[src/rtl/riscv_pkg.sv]
// Shared RISC-V constants and fetch-stage types used by fetch and control.
package riscv_pkg;

  localparam logic [6:0] BEQ   = 7'b1100011;
  localparam logic [6:0] RTYPE = 7'b0110011;
  localparam logic [6:0] STORE = 7'b0100011;
  localparam logic [6:0] LOAD  = 7'b0000011;
  localparam logic [6:0] ITYPE = 7'b0010011;

  // addi x0,x0,0 -- presented to decode whenever no instruction is held.
  localparam logic [31:0] DEFAULT_NOP_INSTR = 32'h0000_0013;

  typedef enum logic {
    ISSUE = 1'b0,
    WAIT  = 1'b1
  } fetch_state_t;

endpackage

[src/rtl/fetch_out_reg.sv]
// Valid/ready output register between fetch and decode; flush wins over load.
module fetch_out_reg #(
  parameter logic [31:0] NOP_INSTR = 32'h0000_0013
) (
  input  logic        clk,
  input  logic        rst,
  input  logic        flush,
  input  logic        load,
  input  logic [31:0] load_instr,
  input  logic [31:0] load_pc,
  input  logic        ready,
  output logic        instr_valid,
  output logic [31:0] instr,
  output logic [31:0] instr_pc
);

  always_ff @(posedge clk) begin
    if (rst) begin
      instr_valid <= 1'b0;
      instr       <= NOP_INSTR;
      instr_pc    <= 32'h0;
    end else if (flush) begin
      instr_valid <= 1'b0;
      instr       <= NOP_INSTR;
    end else if (load) begin
      instr_valid <= 1'b1;
      instr       <= load_instr;
      instr_pc    <= load_pc;
    end else if (instr_valid && ready) begin
      // Consumed with nothing to replace it: fall back to the NOP image.
      instr_valid <= 1'b0;
      instr       <= NOP_INSTR;
    end
  end

endmodule

[src/rtl/fetch_unit.sv]
// Instruction fetch: PC, variable-latency imem requests, redirect/drop handling.
// Optional performance counters are built when FETCH_PERF_EN is defined.
module fetch_unit
  import riscv_pkg::*;
#(
  parameter logic [31:0] RESET_PC  = 32'h0000_0000,
  parameter logic [31:0] NOP_INSTR = DEFAULT_NOP_INSTR
) (
  input  logic        clk,
  input  logic        rst,
  input  logic        PCSrc,
  input  logic [31:0] branch_target,
  output logic        imem_req,
  output logic [31:0] imem_addr,
  input  logic        imem_rvalid,
  input  logic [31:0] imem_rdata,
  output logic        instr_valid,
  input  logic        instr_ready,
  output logic [31:0] instr,
  output logic [31:0] instr_pc,
  output logic [6:0]  opcode
`ifdef FETCH_PERF_EN
  ,
  output logic [31:0] fetch_count,
  output logic [15:0] flush_count
`endif
);

  fetch_state_t state;
  logic [31:0]  pc_q;
  logic [31:0]  pend_pc;
  logic         drop;
  logic         can_issue;
  logic         resp_load;
  logic [31:0]  redirect_pc;

  assign redirect_pc = branch_target & ~32'h3;
  assign can_issue   = !instr_valid || instr_ready;
  assign imem_req    = !rst && !PCSrc && (state == ISSUE) && can_issue;
  assign imem_addr   = pc_q;
  assign resp_load   = (state == WAIT) && imem_rvalid && !drop;
  assign opcode      = instr[6:0];

  always_ff @(posedge clk) begin
    if (rst) begin
      state   <= ISSUE;
      pc_q    <= RESET_PC;
      pend_pc <= 32'h0;
      drop    <= 1'b0;
    end else if (PCSrc) begin
      pc_q <= redirect_pc;
      if (state == WAIT) begin
        // A response arriving now is simply discarded; otherwise mark the
        // outstanding one for dropping when it eventually returns.
        if (imem_rvalid) begin
          state <= ISSUE;
          drop  <= 1'b0;
        end else begin
          drop  <= 1'b1;
        end
      end
    end else begin
      case (state)
        ISSUE: begin
          if (imem_req) begin
            pc_q    <= pc_q + 32'd4;
            pend_pc <= pc_q;
            state   <= WAIT;
          end
        end
        WAIT: begin
          if (imem_rvalid) begin
            drop  <= 1'b0;
            state <= ISSUE;
          end
        end
        default: state <= ISSUE;
      endcase
    end
  end

  fetch_out_reg #(
    .NOP_INSTR(NOP_INSTR)
  ) u_out (
    .clk        (clk),
    .rst        (rst),
    .flush      (PCSrc),
    .load       (resp_load),
    .load_instr (imem_rdata),
    .load_pc    (pend_pc),
    .ready      (instr_ready),
    .instr_valid(instr_valid),
    .instr      (instr),
    .instr_pc   (instr_pc)
  );

`ifdef FETCH_PERF_EN
  logic flush_hit;

  // A redirect only counts as a flush when it actually throws work away.
  assign flush_hit = PCSrc && (instr_valid || ((state == WAIT) && !drop));

  always_ff @(posedge clk) begin
    if (rst) begin
      fetch_count <= 32'h0;
      flush_count <= 16'h0;
    end else begin
      if (instr_valid && instr_ready) fetch_count <= fetch_count + 32'd1;
      if (flush_hit) flush_count <= flush_count + 16'd1;
    end
  end
`endif

endmodule

[config.mk]
export PLATFORM = sky130hd
export DESIGN_NAME = fetch_unit
export DESIGN_NICKNAME = d
export VERILOG_FILES = /design/src/rtl/riscv_pkg.sv /design/src/rtl/fetch_out_reg.sv /design/src/rtl/fetch_unit.sv
export SDC_FILE = /design/constraint.sdc
export NUM_CORES = 1
export LEC_CHECK = 0
export BUFFER_PORTS_ARGS = -buffer_cell sky130_fd_sc_hd__buf_2
export CORE_MARGIN = 10
export CORE_UTILIZATION = 50
export CTS_CLUSTER_SIZE = 30
export DETAILED_ROUTE_END_ITERATION = 10
export GPL_ROUTABILITY_DRIVEN = 1
export PLACE_DENSITY = 0.8
export SYNTH_ARGS = -nofsm -noshare
export SYNTH_HDL_FRONTEND = slang
export SYNTH_HIERARCHICAL = 1
export SYNTH_SLANG_ARGS = --single-unit
[constraint.sdc]
create_clock -name clk -period 1.84 [get_ports clk]
set_input_delay 0.184 -clock clk [delete_from_list [all_inputs] [get_ports clk]]
set_output_delay 0.184 -clock clk [all_outputs]
set_load 0.05 [all_outputs]
After elaboration in Yosys (flattened, before gate mapping) --
Cells that the tools add are included.
Storage, ports and cells: flip-flop bits (word level) 131, output and inout port bits 105, input port bits 69, logic and storage cells 48
Operators by class: reductions and logical operators 20, equal/unequal tests 1, bitwise gates (word level) 2, muxes and demuxes 16, $add $sub $neg 1
Operator list (number):
- 32-bit two-way mux | 5
- 32-bit by 3-bit adder with 32-bit output (second input constant) | 1
- 1-bit two-way mux | 10
- 2-bit AND reduction | 4
- 1-bit logical AND | 6
- 2-bit nonzero test | 3
- 1-bit zero test | 4
- 3-bit AND reduction | 1
- 2-bit inequality test (second input constant) | 1
- 1-bit NOT | 2
- 1-bit one-hot mux with 2 select lines | 1
- 2-bit OR reduction | 1
- 1-bit logical OR | 1

Depth between registers and ports, before layout --
Gate-level depths: netlist (run 1).
word-level depth 7, mapped depth 9

Cells and area by module --
Netlist (run 1), hierarchy kept.
Modules (own cells, without submodules):
- fetch_unit | instances 1, area an instance 2979.1 µm², cells an instance 372, seq. area each 1241.2 µm²
- fetch_out_reg | instances 1, area an instance 2160.8 µm², cells an instance 220, seq. area each 1301.2 µm²

Worst setup path after synthesis (run 1) --
Ideal clock, no wire load.
path type register -> register, start reg pc_q[2], in the netlist imem_addr[2], end reg pc_q[14], in the netlist imem_addr[14], arrival time 2.006 ns, required time 1.766 ns, stages on the path, launching flop included 7, library setup time 0.074 ns, period minus slack after synthesis 2.080 ns, path slack -0.240 ns, path through dfxtp_1 ha_1 nand3_1 nor2_1 nand3_1 or3_1 a31oi_1
Between the ends: word-level cells in the longest chain between the ends 4
Ends and longest elaborated chain:
- start, declared | RTL line fetch_unit.sv:30 | logic [31:0] pc_q;
- start signal, assigned | RTL line fetch_unit.sv:51 | pc_q <= redirect_pc;
- start signal, assigned | RTL line fetch_unit.sv:66 | pc_q <= pc_q + 32'd4;
- 32-bit by 3-bit adder with 32-bit output | RTL line fetch_unit.sv:66
- 32-bit two-way mux | RTL line fetch_unit.sv:65 | if (imem_req) begin
- 32-bit two-way mux | RTL line fetch_unit.sv:63 | case (state)
- 32-bit two-way mux | RTL line fetch_unit.sv:50 | end else if (PCSrc) begin
No other way between the ends. The select of a mux whose other input is x is not followed. A chain may end at the register's enable or synchronous reset.

Worst setup path in the final report (run 1) --
start reg pc_q[14], in the netlist imem_addr[14], end reg pc_q[20], in the netlist imem_addr[20]
The elaborated chain is that of the path after synthesis.

==> metrics.md, run 1 <==
| Metric | Value |
|---|---|
| Status | completed |
| Seq cells post-synth | ~130 |
| Root Buffer Master | clkbuf_8 |
| Post-route ant nets | 0 |
| Crit path DAT | 2.25 ns |
| Synth cell types | 51 |
| Pwr dens | approximately 940 mW/mm2 |
| Hold crit path type | input pin to flip-flop |
| Pleak | 3.27 nW |
| CP Launch Type | flip-flop |
| Post-DP HPWL | 10.9 mm |
| Worst slew pin tran | 0.649 ns |
| Drt pass-1 iters | 6 |
| IO Pins | 174 |
| Final #Nets | 886 |
| Num rows | 36 |
| Largest net degree at the start of global routing | 61 |
| Worst Hold Launch | branch_target[30] |
| Initial core utilization | 0.519 |
| Clk slew on worst S/H paths | 0.06 ns |
| Max frequency | 554 MHz |
| Area Growth Syn to Fin | 41.9% |
| Post-synthesis sequential area ratio | 0.495 |
| Max_slew headroom | 0.567 |
| Synthesized area | 0.00514 mm2 |
| Max_cap viols | 0 |
| Reg power frac | 0.425 |
| Setup tns final | 0 ns |
| GPL Wtd Cong | roughly 0.9 |
| Share of layout cells above drive strength 1 | 0.312 |
| Routed Wire Length | 16.3 mm |
| Crit end category | flip-flop |
| CTS tree | yes |
| Crit Reg-Reg Startpoint | imem_addr[14]$_SDFFE_PP0P_ |
| WS Path Type | flip-flop to flip-flop |
| H-Tree Depth | 4 |
| Remaining DRCs | 0 |
| Final Hold Viols | 0 |
| Worst vdd ir | 688 uV |
| Tot Pwr | between 6 and 7 mW |
| Crit. Startpoint | imem_addr[14]$_SDFFE_PP0P_ |
| DIE AREA | 0.0147 mm2 |
| Worst-Skew Late Latency | 0.52 ns |
| P_int | 5.16 mW |
| Gr usage total | 0.213 |
| Vias in the first global route | just under 5,000 |
| Post-DR wirelength/cell | between 15 and 20 um |
| DR vias | 5,133 |
| Initial drt markers | 469 |
| IO buf count | 169 |
| Clock skew | 0.00987 ns |
| Most frequent cells in the layout | buf_2 (168), nand2_1 (141), dfxtp_1 (107) |
| Synth Area per Inst | 8.68 um2 |
| Clock Sinks | 127 |
| Tmin final | 1.80 ns |
| TritonCTS Buffers | 17 |
| GRT overflow | 0 |
| Mean number of vias per cell | about 5.4 |
| Fin util | 0.736 |
| RSZ-0062 raised after global routing | yes |
| Clock share of power | 0.453 |
| WP data required | 2.29 ns |
| Chip width | 121 um |
| Vert. Die Dim | 121 um |
| First-pass GRT wire length | 25.6 mm |
| Core Area | 0.00991 mm2 |
| Most common cell after layout, fill and taps aside | buf_2 |
| Sw Share | 0.251 |
| Worst-path maximum fanout | 6 |
| Sw Pwr | 1.73 mW |
| YS warnings | 6 |
| Diodes inserted | 0 |
| Part of the cycle the worst path needs | 0.981 |
| Combinational power share | 0.121 |
| Final number of max-transition violations | 0 |
| Initial antenna violation count | 0 |
| Mapped Cells | 592 |
| Clock buffer depth | 2 |
| Setup violators final | 0 |
[power groups by stage]
stage / clock, mW / sequential, mW / combinational [mW]
5_1_grt: 3.30 / 2.94 / 0.893
3_5_place_dp: 0 / 2.98 / 0.719
3_3_place_gp: 0 / 2.97 / 0.705
2_1_floorplan: 0 / 3.17 / 0.289
4_1_cts: 3.16 / 2.92 / 0.824
6_report: 3.12 / 2.93 / 0.836
[synthesized netlist by cell type (all sizes together)]
| cell type | instances | area, um2 |
|---|---|---|
| or4 | 1 | 11.3 |
| nand3 | 15 | 80.1 |
| a22o | 29 | 254 |
| and2 | 6 | 37.5 |
| a21oi | 53 | 265 |
| clkbuf | 19 | 71.3 |
| nand2b | 2 | 12.5 |
| and3 | 5 | 31.3 |
| xor2 | 12 | 105 |
| o32a | 3 | 30.0 |
| a311oi | 2 | 17.5 |
| dfxtp | 127 | 2540 |
| o21a | 1 | 7.51 |
| a211oi | 7 | 52.6 |
| conb | 1 | 3.75 |
| or3 | 3 | 18.8 |
| buf | 34 | 211 |
| or2 | 2 | 12.5 |
| nor2b | 2 | 12.5 |
| a2bb2oi | 3 | 26.3 |
| o311ai | 1 | 8.76 |
| o31a | 1 | 8.76 |
| nand4 | 17 | 121 |
| nand3b | 26 | 195 |
| mux2i | 2 | 20.0 |
| and4 | 1 | 8.76 |
| xnor2 | 2 | 17.5 |
| nor4bb | 1 | 10.0 |
| ha | 1 | 12.5 |
| o211ai | 3 | 22.5 |
| a31oi | 10 | 62.6 |
| mux2 | 3 | 33.8 |
| o21ai | 7 | 35.0 |
| o22ai | 5 | 31.3 |
| nor2 | 22 | 85.1 |
| nand2 | 141 | 529 |
| inv | 10 | 37.5 |
| a22oi | 1 | 7.51 |
| nor3 | 6 | 30.0 |
| nor4 | 5 | 58.8 |
[layout make-up]
type,count,area [um2]
Sequential cell,127,2570
Timing Repair Buffer,255,1640
Multi-Input combinational cell,405,2320
Fill cell,720,2620
Clock buffer,22,463
Tap cell,133,166
Inverter,10,40.0
Clock inverter,7,87.6
[critical path, stage by stage (launching register included)]
cell     delay, ns
dfxtp_2       0.42
nand4_4       0.20
nor4_4        0.46
nand3_2       0.16
or3_1         0.33
a31oi_1       0.16
[stage by stage]
stage,cell area (um2),instances,setup WS [ns],hold slack (ns)
after floorplan,5180,595,-0.00271,0.263
after global placement,6130,872,0.163,0.397
after detailed placement,6130,872,0.0807,0.396
after global routing,7290,959,-0.0157,0.0141
final,7290,959,0.0351,0.0303
after CTS,7270,959,0.0385,0.000219
[kinds of logic (layout without fill, tap and decap cells)]
family,Yosys count,after routing,share of synthesized area
buf+inv,63,294,0.0623
other cells,1,4,0.000730
flops,127,127,0.495
xor+xnor,14,14,0.0239
fa+ha+maj,1,1,0.00243
mux,5,5,0.0105
compound gates,126,126,0.161
simple gates,255,255,0.244
[sequential cells by signal, indices dropped and copies added, names as in the netlist]
register           count
pend_pc               30
u_out/instr_valid      1
u_out/instr           32
drop                   1
u_out/instr_pc        32
imem_addr             30
state                  1
[timing repair]
action | CTS | global route
setup endpoints to repair | 1 | 34
gates resized for setup | 4 | 4
hold endpoints to repair | 58 | 0
hold buffers | 57 | 0
buffers inserted | 1 | 0
[worst paths after layout]
check | cells after the start | endpoint | slack, ns
worst max register to register | 5 | imem_addr[20]$_SDFFE_PP0P_ | 0.04
worst max-delay path | 5 | imem_addr[20]$_SDFFE_PP0P_ | 0.04
worst min-delay path | 3 | imem_addr[30]$_SDFFE_PP0P_ | 0.03
worst min register to register | 2 | u_out/instr_pc[4]$_SDFFE_PP0P_ | 0.45
[routing by layer]
metal	routed length [um]	vias to the layer above	part of all wire	track usage
met5	0	-	0	0
met4	174	0	0.011	0.0633
met3	1470	18	0.090	0.0679
met2	7730	251	0.47	0.347
met1	6950	2371	0.43	0.262
li1	-	2493	-	-
Power figures use the tool's default switching activity.
==> run 2, diff against run 1 <==
--- a/config.mk
+++ b/config.mk
@@ -5,13 +5,15 @@
 export SDC_FILE = /design/constraint.sdc
 export NUM_CORES = 1
 export LEC_CHECK = 0
+export ABC_AREA = 1
 export BUFFER_PORTS_ARGS = -buffer_cell sky130_fd_sc_hd__buf_2
 export CORE_MARGIN = 10
 export CORE_UTILIZATION = 50
+export CTS_BUF_LIST = sky130_fd_sc_hd__clkbuf_8 sky130_fd_sc_hd__clkbuf_16
 export CTS_CLUSTER_SIZE = 30
 export DETAILED_ROUTE_END_ITERATION = 10
 export GPL_ROUTABILITY_DRIVEN = 1
-export PLACE_DENSITY = 0.8
+export PLACE_DENSITY = 0.79
 export SYNTH_ARGS = -nofsm -noshare
 export SYNTH_HDL_FRONTEND = slang
 export SYNTH_HIERARCHICAL = 1
==> metrics.md, run 2 <==
| Metric | Value |
|---|---|
| Setup tns final | 0 ns |
| Status | completed |
| Share of layout cells above drive strength 1 | 0.242 |
| RR Endpoint | u_out/instr[0]$_SDFFE_PP1P_ |
| Pwr dens | ~990 mW/mm2 |
| Gr usage total | 0.196 |
| Vias in the first global route | 5,374 |
| Crit. Startpoint | u_out/instr_valid$_SDFFE_PP0P_ |
| Most frequent cells in the layout | nand2_1 (227), buf_2 (168), dfxtp_1 (125) |
| Clock skew | 0.00735 ns |
| Worst-path maximum fanout | 13 |
| Crit end category | output pin |
| Initial drt markers | between 500 and 600 |
| DIE AREA | between 0.015 and 0.02 mm2 |
| Pleak | 3.60 nW |
| Final Non-Filler Cells | approximately 1,200 |
| RSZ-0062 raised after global routing | no |
| Post-synthesis sequential area ratio | 0.427 |
| Clock buffer depth | 2 |
| Initial core utilization | 0.517 |
| Regs by FF count | u_out/instr x32, u_out/instr_pc x32 |
| Mean number of vias per cell | 4.93 |
| CP endpoint | imem_req |
| Setup ws final | 0.102 ns |
| H-Tree Depth | 4 |
| Final #Nets | 1,083 |
| WS Path Type | flip-flop to output pin |
| Diodes inserted | 0 |
| IO Pins | 174 |
| Core Area | around 0.012 mm2 |
| Fin util | 0.647 |
| Max frequency | ~580 MHz |
| Clock Sinks | 127 |
| Tmin final | 1.74 ns |
| Place WS | 0.191 ns |
| Mapped Cells | 857 |
| Reg2reg path depth | 7 |
| Area after DPL | 0.00682 mm2 |
| GRT overflow | 0 |
| Final number of max-transition violations | 0 |
| CTS Hold Bufs | 0 |
| Remaining DRCs | 0 |
| Post-CTS Setup Inserts | 0 |
| Worst vdd ir | between 500 and 600 uV |
| GPL Wtd Cong | 0.892 |
| Initial antenna violation count | 0 |
| Synth Area per Inst | about 7 um2 |
| Synth top cells by count | nand2_1 (227), dfxtp_1 (127), nor2_1 (121), inv_1 (98), nand3_1 (80) |
| FF-to-FF setup slack | 0.24 ns |
| Max_slew headroom | 0.379 |
| Tot Pwr | around 7.3 mW |
| Synth cell types | 39 |
| Total of fill cells in the finished design | 1,063 |
| Synthesized area | between 0.005 and 0.006 mm2 |
| EDFF count, synth | 0 |
| IO buf count | between 150 and 200 |
| TritonCTS Buffers | 17 |
| Worst Hold Launch | imem_rdata[16] |
| Area Growth Syn to Fin | 25.1% |
| Max_cap viols | 0 |
| Post-DP HPWL | 12.0 mm |
| Post-route ant nets | 0 |
| Num rows | 39 |
| WP data required | 1.66 ns |
| Post-synth top area share | 0.427 |
| Hold crit path type | input pin to flip-flop |
| Crit Reg-Reg Startpoint | state$_SDFF_PP0_ |
| Worst-Skew Late Latency | slightly above 0.4 ns |
| Post-DR wirelength/cell | 14.4 um |
| CP Launch Type | flip-flop |
| Crit path DAT | 1.55 ns |
| Part of the cycle the worst path needs | 0.944 |
| Most common cell after layout, fill and taps aside | nand2_1 |
| Final instance area | 0.00745 mm2 |
| Count leader, synth | nand2_1 |
| YS warnings | 6 |
| Seq cells post-synth | 127 |
| First-pass GRT wire length | around 27 mm |
| Clk slew on worst S/H paths | 0.06 ns |
| Setup violators final | 0 |
| Placed cells | 1,136 |
| Drt pass-1 iters | 5 |
| Routed Wire Length | between 15 and 20 mm |
| Chip width | roughly 130 um |
| CTS tree | yes |
| Top cells by area, synth | dfxtp_1 (43%), nand2_1 (14%), nor2_1 (7.6%) |
| Largest net degree at the start of global routing | 53 |
| Final Hold Viols | 0 |
| Smallest hold slack | around 0.022 ns |
| FFs w/ async S/R, synth | 0 |
| Root Buffer Master | clkbuf_16 |
| Vert. Die Dim | around 130 um |
| Ys flop type | dfxtp_1 |
| Largest area contributor in the netlist | dfxtp_1 |
| DR vias | 5,760 |
| Worst slew pin tran | 0.930 ns |
run 2: timing repair:
item	CTS	global route
resized for setup	1	3
pin swaps	1	1
cloned	1	0
endpoints found under the setup margin	1	6
run 2: critical path, cell delays in order (launching register included):
cell and delay [ns]:
dfxtp_1 0.32, nand2_1 0.14, nand2_2 0.16, nor2_8 0.26
buf_4 0.25
run 2: worst min-delay path by stage:
| stage | end | slack (ns) | cells after the start |
|---|---|---|---|
| finish | u_out/instr[16]$_SDFFE_PP0P_ | 0.02 | 3 |
| CTS | u_out/instr[27]$_SDFFE_PP0P_ | 0.008 | 3 |
| global route | u_out/instr[25]$_SDFFE_PP0P_ | 0.02 | 3 |
| global placement | u_out/instr[6]$_SDFFE_PP0P_ | 0.44 | 3 |
| floorplan | u_out/instr[0]$_SDFFE_PP1P_ | 0.32 | 2 |
| detailed placement | u_out/instr[27]$_SDFFE_PP0P_ | 0.44 | 3 |
run 2: cells by family after synthesis:
| logic type | after synthesis | share of synthesized area |
|---|---|---|
| xor+xnor | 5 | 0.00736 |
| fa+ha+maj | 1 | 0.00210 |
| buf+inv | 154 | 0.118 |
| compound gates | 97 | 0.0933 |
| other cells | 1 | 0.000630 |
| simple gates | 472 | 0.351 |
| flops | 127 | 0.427 |
run 2: area by class of cell:
class	count	area [um2]	share of cell area
Sequential cell	127	2540	0.342
Clock buffer	19	453	0.0608
Clock inverter	13	163	0.0218
Tap cell	143	179	0.0240
Timing Repair Buffer	184	986	0.132
Multi-Input combinational cell	580	2730	0.367
Inverter	103	389	0.0522
run 2: where the power goes:
part | switching [mW] | internal (mW)
Sequential | 0.105 | 2.87
Combinational | 0.666 | 0.266
Clock | 1.23 | 2.20
run 2: routing by layer:
layer	vias to the layer above	GRT usage	wire (um)
li1	2994	-	-
met1	2538	0.259	7590
met2	205	0.299	7760
met3	23	0.0559	1190
met4	0	0.0742	303
met5	-	0	0
==> run 3, diff against run 2 <==
--- a/config.mk
+++ b/config.mk
@@ -7,13 +7,15 @@
 export LEC_CHECK = 0
 export ABC_AREA = 1
 export BUFFER_PORTS_ARGS = -buffer_cell sky130_fd_sc_hd__buf_2
+export CELL_PAD_IN_SITES_DETAIL_PLACEMENT = 0
+export CELL_PAD_IN_SITES_GLOBAL_PLACEMENT = 2
 export CORE_MARGIN = 10
-export CORE_UTILIZATION = 50
+export CORE_UTILIZATION = 28
 export CTS_BUF_LIST = sky130_fd_sc_hd__clkbuf_8 sky130_fd_sc_hd__clkbuf_16
 export CTS_CLUSTER_SIZE = 30
 export DETAILED_ROUTE_END_ITERATION = 10
 export GPL_ROUTABILITY_DRIVEN = 1
-export PLACE_DENSITY = 0.79
+export PLACE_DENSITY = 0.81
 export SYNTH_ARGS = -nofsm -noshare
 export SYNTH_HDL_FRONTEND = slang
 export SYNTH_HIERARCHICAL = 1
==> metrics.md, run 3 (synthesis gave the netlist of run 2 again) <==
| Metric | Value |
|---|---|
| Initial core utilization | 0.284 |
| RSZ-0062 raised after global routing | no |
| Hold crit path type | input pin to flip-flop |
| Worst-Skew Late Latency | 0.42 ns |
| Fin util | 0.367 |
| Part of the cycle the worst path needs | 0.881 |
| Final Hold Viols | 0 |
| IO buf count | 169 |
| Vias in the first global route | 5,398 |
| Num rows | 53 |
| Worst vdd ir | 533 uV |
| WP data required | between 1.5 and 2 ns |
| Most frequent cells in the layout | nand2_1 (227), buf_2 (168), dfxtp_1 (126) |
| WS Path Type | flip-flop to output pin |
| Worst-path maximum fanout | 5 |
| Most common cell after layout, fill and taps aside | nand2_1 |
| GPL Wtd Cong | 0.812 |
| CP max-delay cell | dfxtp_1 |
| Remaining DRCs | 0 |
| Critical path's largest stage delay | between 0.3 and 0.4 ns |
| TritonCTS Buffers | 17 |
| Setup tns final | 0 ns |
| Setup ws final | 0.219 ns |
| Crit end category | output pin |
| H-Tree Depth | 4 |
| Clock skew | 0.00779 ns |
| Crit Reg-Reg Startpoint | imem_addr[2]$_SDFFE_PP0P_ |
| Crit path DAT | 1.44 ns |
| Drt pass-1 iters | 4 |
| Smallest hold slack | 0.0154 ns |
| Initial antenna violation count | 1 |
| Diodes inserted | 0 |
| Vert. Die Dim | 166 um |
| Clk slew on worst S/H paths | 0.06 ns |
| Worst slew pin tran | 0.567 ns |
| RR Endpoint | imem_addr[30]$_SDFFE_PP0P_ |
| Initial drt markers | 317 |
| Clock Sinks | 127 |
| Total of fill cells in the finished design | 2,390 |
| CP Cell Sequence | nand2_1, nand2_2, nor2_8, buf_4 |
| Post-DP HPWL | 14.2 mm |
| IO Pins | 174 |
| Reg2reg path depth | 10 |
| DR vias | 5,618 |
| Final number of max-transition violations | 0 |
| Max frequency | around 620 MHz |
| Max_slew headroom | 0.621 |
| Post-DR wirelength/cell | between 10 and 15 um |
| GRT overflow | 0 |
| Post-route ant nets | 0 |
| Pleak | approximately 3.6 nW |
| Gr usage total | 0.139 |
| Chip width | 166 um |
| Pwr dens | 974 mW/mm2 |
| CTS tree | yes |
| Routed Wire Length | 19.6 mm |
| Area Growth Syn to Fin | 29.1% |
| Setup violators final | 0 |
| Mean number of vias per cell | between 4 and 5 |
| Worst Hold End | u_out/instr[3]$_SDFFE_PP0P_ |
| Status | completed |
| First-pass GRT wire length | ~31 mm |
| Place WS | 0.239 ns |
| Clock buffer depth | 2 |
| Core Area | 0.0210 mm2 |
| Final #Nets | 1,093 |
| Max_cap viols | 0 |
| Share of layout cells above drive strength 1 | 0.244 |
| Largest net degree at the start of global routing | 52 |
| Regs by FF count | u_out/instr x32, u_out/instr_pc x32 |
| Root Buffer Master | clkbuf_16 |
| CP Launch Type | flip-flop |
| FF-to-FF setup slack | 0.22 ns |
| Tmin final | 1.62 ns |
| Min-Delay Path Depth | 3 |
| Worst Hold Launch | imem_rdata[3] |
| DIE AREA | about 0.027 mm2 |
==> run 3: cell types whose count changed in the layout (fill, tap and decap cells not counted), sizes merged <==
cell and delta:
buf +6, inv +5, clkinv -4, dlygate4sd3 +4
clkbuf -1
==> run 3: routing by layer <==
layer  up-vias  wire (um)  track usage  part of all wire
li1       3013          -            -                 -
met1      2462       9700        0.188              0.50
met2       127       8900        0.216              0.45
met3        16        765       0.0289             0.039
met4         0        218       0.0435             0.011
met5         -          0            0                 0
==> run 3: stage by stage <==
step                      cell area, um2  cells  total power, mW
after global placement              7000   1272             3.98
final                               7680   1311             7.48
after floorplan                     5960    860             3.69
after detailed placement            7000   1272             3.98
after CTS                           7670   1309             7.57
after global routing                7680   1311             7.81
==> run 3: what timing repair did <==
item | CTS | global route
cloned | 1 | 0
setup buffers | 0 | 2
pin swaps | 1 | 1
resized for setup | 1 | 0
hold endpoints to repair | 4 | 0
setup endpoints to repair | 1 | 1
hold buffers | 4 | 0
==> run 3: area by class of cell <==
type | instances | area, um2 | share of cell area
multi-input combinational | 580 | 2730 | 0.356
sequential | 127 | 2540 | 0.331
timing repair buffer | 194 | 1060 | 0.138
clock buffer | 18 | 439 | 0.0571
inverter | 103 | 387 | 0.0503
tap | 275 | 344 | 0.0448
clock inverter | 14 | 179 | 0.0233
==> run 3: report_power, final <==
group,switching (mW),internal (mW)
logic,0.690,0.277
registers,0.0978,2.87
clock network,1.36,2.19
total,2.15,5.34
==> run 3: worst max path at each step <==
stage                            endpoint  slack (ns)                            from  cells past startpoint
6_report                         imem_req        0.22  u_out/instr_valid$_SDFFE_PP0P_                      4
5_1_grt        imem_addr[26]$_SDFFE_PP0P_        0.07       imem_addr[2]$_SDFFE_PP0P_                     10
4_1_cts                          imem_req        0.02  u_out/instr_valid$_SDFFE_PP0P_                      4
3_5_place_dp   imem_addr[30]$_SDFFE_PP0P_        0.24       imem_addr[2]$_SDFFE_PP0P_                     10
3_3_place_gp   imem_addr[30]$_SDFFE_PP0P_        0.25       imem_addr[3]$_SDFFE_PP0P_                     10
2_1_floorplan  imem_addr[22]$_SDFFE_PP0P_        0.02       imem_addr[2]$_SDFFE_PP0P_                     10
==> run 3: worst max-delay path, delay by kind of cell, from the launching register on <==
kind / cells / cell delay, ns
AND/OR/NAND/NOR: 3 / 0.47
buffers and inverters: 1 / 0.22
flip-flops: 1 / 0.32
